### src/rtl/memwb_pipe_reg.sv
// MEM->WB pipeline register with a valid/ready handshake, a one-entry skid buffer and flush.
// The write-back result is extracted from the load data and stored when the entry is captured.
module memwb_pipe_reg #(
  parameter int DATA_W = 32,
  parameter int RA_W   = 5,
  localparam int OFF_W = $clog2(DATA_W/8)
) (
  input  logic              clk,
  input  logic              rst,
  input  logic              flush,
  input  logic              in_valid,
  output logic              in_ready,
  input  logic              RFWEM,
  input  logic              MtoRFSelM,
  input  logic [1:0]        LdSizeM,
  input  logic              LdSignM,
  input  logic [OFF_W-1:0]  ByteOffM,
  input  logic [DATA_W-1:0] ALUOutM,
  input  logic [DATA_W-1:0] DMRD,
  input  logic [RA_W-1:0]   RFAM,
  output logic              out_valid,
  input  logic              out_ready,
  output logic              RFWEW,
  output logic              MtoRFSelW,
  output logic [DATA_W-1:0] ALUOutW,
  output logic [DATA_W-1:0] DMOutW,
  output logic [RA_W-1:0]   RFAW,
  output logic [DATA_W-1:0] ResultW
);

  typedef struct packed {
    logic              rfwe;
    logic              sel;
    logic [DATA_W-1:0] alu;
    logic [DATA_W-1:0] dm;
    logic [RA_W-1:0]   rfa;
    logic [DATA_W-1:0] result;
  } entry_t;

  entry_t mEntry_q, mEntry_d;
  entry_t sEntry_q, sEntry_d;
  entry_t inEntry;
  logic   mValid_q, mValid_d;
  logic   sValid_q, sValid_d;

  logic [OFF_W+2:0]  byteShamt;
  logic [OFF_W+2:0]  halfShamt;
  logic [DATA_W-1:0] byteShift;
  logic [DATA_W-1:0] halfShift;
  logic [7:0]        byteLane;
  logic [15:0]       halfLane;
  logic [DATA_W-1:0] extracted;
  logic              inXfer;
  logic              mFree;

  // Half-word lanes are aligned: the low offset bit is dropped before scaling.
  always_comb begin
    byteShamt = {ByteOffM, 3'b000};
    halfShamt = {ByteOffM[OFF_W-1:1], 4'b0000};
    byteShift = DMRD >> byteShamt;
    halfShift = DMRD >> halfShamt;
    byteLane  = byteShift[7:0];
    halfLane  = halfShift[15:0];
    case (LdSizeM)
      2'b00:   extracted = {{(DATA_W-8){LdSignM & byteLane[7]}}, byteLane};
      2'b01:   extracted = {{(DATA_W-16){LdSignM & halfLane[15]}}, halfLane};
      default: extracted = DMRD;
    endcase
  end

  always_comb begin
    inEntry.rfwe   = RFWEM;
    inEntry.sel    = MtoRFSelM;
    inEntry.alu    = ALUOutM;
    inEntry.dm     = DMRD;
    inEntry.rfa    = RFAM;
    inEntry.result = MtoRFSelM ? extracted : ALUOutM;
  end

  assign in_ready = ~sValid_q;
  assign inXfer   = in_valid & ~sValid_q;
  assign mFree    = ~mValid_q | out_ready;

  always_comb begin
    mValid_d = mValid_q;
    sValid_d = sValid_q;
    mEntry_d = mEntry_q;
    sEntry_d = sEntry_q;
    if (flush) begin
      mValid_d = 1'b0;
      sValid_d = 1'b0;
    end else if (mFree) begin
      if (sValid_q) begin
        mEntry_d = sEntry_q;
        mValid_d = 1'b1;
        sValid_d = inXfer;
        if (inXfer) sEntry_d = inEntry;
      end else if (inXfer) begin
        mEntry_d = inEntry;
        mValid_d = 1'b1;
      end else begin
        mValid_d = 1'b0;
      end
    end else if (inXfer) begin
      // M is stalled: park the accepted entry in the skid slot, which closes in_ready.
      sEntry_d = inEntry;
      sValid_d = 1'b1;
    end
  end

  always_ff @(posedge clk or posedge rst) begin
    if (rst) begin
      mValid_q <= 1'b0;
      sValid_q <= 1'b0;
      mEntry_q <= '0;
      sEntry_q <= '0;
    end else begin
      mValid_q <= mValid_d;
      sValid_q <= sValid_d;
      mEntry_q <= mEntry_d;
      sEntry_q <= sEntry_d;
    end
  end

  assign out_valid = mValid_q;
  assign RFWEW     = mEntry_q.rfwe & mValid_q;
  assign MtoRFSelW = mEntry_q.sel;
  assign ALUOutW   = mEntry_q.alu;
  assign DMOutW    = mEntry_q.dm;
  assign RFAW      = mEntry_q.rfa;
  assign ResultW   = mEntry_q.result;

endmodule

### config.mk
export PLATFORM = sky130hd
export DESIGN_NAME = memwb_pipe_reg
export DESIGN_NICKNAME = d
export VERILOG_FILES = /design/src/rtl/memwb_pipe_reg.sv
export SDC_FILE = /design/constraint.sdc
export NUM_CORES = 1
export LEC_CHECK = 0
export CAP_MARGIN = 40
export CORE_MARGIN = 2
export CORE_UTILIZATION = 64
export DETAILED_ROUTE_END_ITERATION = 8
export DONT_BUFFER_PORTS = 1
export HOLD_SLACK_MARGIN = 0.12
export PLACE_DENSITY_LB_ADDON = 0.08
export RECOVER_POWER = 50
export SETUP_SLACK_MARGIN = 0.3
export SLEW_MARGIN = 20
export SYNTH_ARGS = -nofsm -noshare
export SYNTH_HDL_FRONTEND = slang
export SYNTH_SLANG_ARGS = --single-unit
### constraint.sdc
create_clock -name clk -period 8.4 [get_ports clk]
set_input_delay 0.84 -clock clk [delete_from_list [all_inputs] [get_ports clk]]
set_output_delay 0.84 -clock clk [all_outputs]
set_load 0.01 [all_outputs]
==> run_results.csv <==
group,metric,value,unit
logic_synthesis,yosys_warnings,0,
floorplan,dieArea,17400,sq um
sta,relSlewSlack,-63.9,%
sta,fin_skew,10.2,ps
logic_synthesis,ys_seq_area_share,49.6,%
grt,grtUsageTotal,28.2,%
setup_path,worstSetupPathType,"reg -> out",
logic_synthesis,synthMuxAreaShare,15.9,%
logic_synthesis,synth_area_leader_cell,"dfrtp_1",
setup_path,critPathRequiredTime,7560,ps
clock_network,cts-root-buf,"clkbuf_16",
routing,ant_nets,0,
grt,grt_pass1_wl,39.0,mm
floorplan,initial_core_util,65.9,%
logic_synthesis,syn_nets,1103,
cells_and_area,ff_latch_area,5200,sq um
routing,drtIter0Drc,612,
routing,drcViolationCount,0,
outcome,violations,"max-capacitance violations, max-slew violations",
cells_and_area,antenna_cells,0,
setup_path,cp-end-kind,"primary output",
sta,timing.final.hold_violations,0,
power_and_ir_drop,peakVddDrop,186,uV
clock_network,cts_resized,0,
logic_synthesis,synthCells,1022,
setup_path,path_delay_family,"buffers and inverters",
logic_synthesis,synthAdderAreaFrac,0,%
setup_path,cp.arrival,4130,ps
logic_synthesis,synth_area_leaders,"dfrtp_1 50%, mux2i_1 8.3%, mux2_2 7.6%",
cells_and_area,drive_gt1_share,13.7,%
grt,antenna_found_initial,0,
clock_network,cts.hold.buffers_added,0,
logic_synthesis,synth_top_area_share,49.6,%
grt,grt-ovfl-total,0,
floorplan,die_x,132,um
cells_and_area,areaGrowthSynthToFinish,0.405,%
setup_path,cp-start-kind,"flop",
routing,wl_per_cell,22.5,um
floorplan,design.portCount,186,
grt,grt_max_degree,128,
logic_synthesis,yosys.area_share.simple,10.8,%
cells_and_area,final_nets,960,
clock_network,clk_pin_slew,50,ps
logic_synthesis,synth_top_family_by_area,"multiplexers",
floorplan,core_area,15900,sq um
logic_synthesis,netlist_area,10500,sq um
sta,max_freq,0.201,GHz
sta,fin_crit,4970,ps
routing,viasPerCell,6.25,
routing,via_count,6927,
clock_network,cts.htree.levels,1,
clock_network,cts_tree,"done",
power_and_ir_drop,p_total,2660,uW
sta,finalSetupViolCount,0,
logic_synthesis,synth_cell_types,35,
job,cap_violations,3,
floorplan,row_count,46,
logic_synthesis,synth_xor_area_share,0,%
sta,max_slew.worst_pin.slew,2460,ps
clock_network,cts_setup_buffers,0,
clock_network,clk_latency,510,ps
clock_network,cts_buffers,23,
clock_network,clockBufferDepth,3,
sta,rsz0062_at_grt,"no",
setup_path,cp_num_buf_inv,3,
setup_path,cp_cell_sequence,"buf_4, clkinv_1, buf_8",
floorplan,die_y,132,um
cells_and_area,fillers,1246,
clock_network,cts.sinks,208,
routing,drtPass1Iterations,6,
placed_design,io_buffers,0,
logic_synthesis,syn_avg_cell_area,10.3,sq um
min_path,hold_class,"in -> reg",
setup_path,crit_fanout,43,
logic_synthesis,ys_seq_elements,208,
sta,period_share,59.2,%
routing,routed_wl,24.9,mm
power_and_ir_drop,power_density,253,nW/um^2
setup_path,slowest_delay,1750,ps
placed_design,dp_hpwl,16.8,mm
logic_synthesis,synth-compound-area-share,12.4,%
sta,setup_tns,0,ps
grt,grt_pass1_vias,6850,
sta,slew_violations,127,
power_and_ir_drop,total_leakage_power,0.00441,uW
outcome,status,"finished, violations left",
placed_design,gp_congestion,0.861,
setup_path,cp_slowest_cell,"dfrtp_1",
cells_and_area,multiInputGateArea,4130,sq um
==> final cells by class <==
cell class	instances	area share, %
Clock buffer	35	6.55
Tap cell	216	2.56
Clock inverter	3	0.190
Inverter	25	0.902
Timing Repair Buffer	10	1.28
Multi-Input combinational cell	611	39.1
Sequential cell	208	49.4
==> routing by layer <==
| metal | global-route usage [%] | vias up | wire length [um] |
|---|---|---|---|
| met5 | 0 | - | 0 |
| met4 | 8.64 | 0 | 663 |
| met3 | 9.88 | 46 | 2560 |
| met2 | 43.9 | 277 | 11500 |
| met1 | 37.7 | 3417 | 10200 |
| li1 | - | 3187 | - |
==> through the flow <==
stage	hold WS, ps	instances	area, sq um	setup WS [ps]	util [%]
after floorplan	440	1022	10500	1880	-
after detailed placement	466	1069	9830	4920	61.7
after global placement	452	1065	9740	4170	61.1
after CTS	398	1107	10500	4410	66.1
after global routing	398	1108	10500	2540	66.1
final	417	1108	10500	3430	66.1
==> placed cells by master, fill, tap and decap left out, types with 9 or more instances in the layout <==
cell type / synthesis / layout
dfrtp_1: 208 / 208
nand2_1: 135 / 134
o21ai_0: 107 / 107
mux2i_1: 87 / 87
mux2_2: 71 / 71
o31ai_1: 54 / 54
a21oi_1: 27 / 27
nand3_1: 24 / 23
inv_1: 24 / 23
nor4_1: 23 / 23
clkbuf_16: 0 / 23
nor3b_1: 16 / 16
o211ai_1: 10 / 10
nor2b_1: 10 / 9
==> worst paths after layout <==
check | startpoint | endpoint | slack, ps | cells past startpoint
worst max-delay path | sValid_q$_DFFE_PP0P_ | in_ready | 3430 | 3
worst max register to register | sValid_q$_DFFE_PP0P_ | ResultW[31]$_DFFE_PP0P_ | 3880 | 5
worst min-delay path | flush | out_valid$_DFFE_PP0P_ | 420 | 1
worst min register to register | sEntry_q[27]$_DFFE_PP0P_ | sEntry_q[27]$_DFFE_PP0P_ | 480 | 2
min in group asynchronous | rst | ALUOutW[6]$_DFFE_PP0P_ | 510 | 1
max in group asynchronous | rst | sEntry_q[23]$_DFFE_PP0P_ | 3520 | 3
==> power by group <==
part           leakage (uW)  internal, uW  switching (uW)
clock              0.000344           562             388
sequential          0.00258          1210             174
combinational       0.00149           161             168
==> cell usage after synthesis, drive strengths merged <==
cell	n
dfrtp	208
nand2	135
buf	128
o21ai	108
mux2i	87
mux2	71
o31ai	54
clkbuf	50
a21oi	27
inv	24
nand3	24
nor4	23
nor3b	16
nor2b	10
o211ai	10
a211oi	8
nand3b	8
o22ai	8
nor2	6
nor3	6
nand2b	4
or3	2
and2	1
clkinv	1
nor4b	1
o21a	1
or3b	1
==> registers in the layout (all words and copies together), names as in the netlist <==
name / count
out_valid: 1
ResultW: 32
MtoRFSelW: 1
mEntry_q: 1
RFAW: 5
DMOutW: 32
ALUOutW: 32
sEntry_q: 103
sValid_q: 1
==> logic make-up after synthesis <==
| family | Yosys count |
|---|---|
| muxes | 158 |
| and+or+nand+nor | 237 |
| DFF | 208 |
| buffers and inverters | 203 |
| AOI/OAI and AO/OA | 216 |
Power figures use the tool's default switching activity.
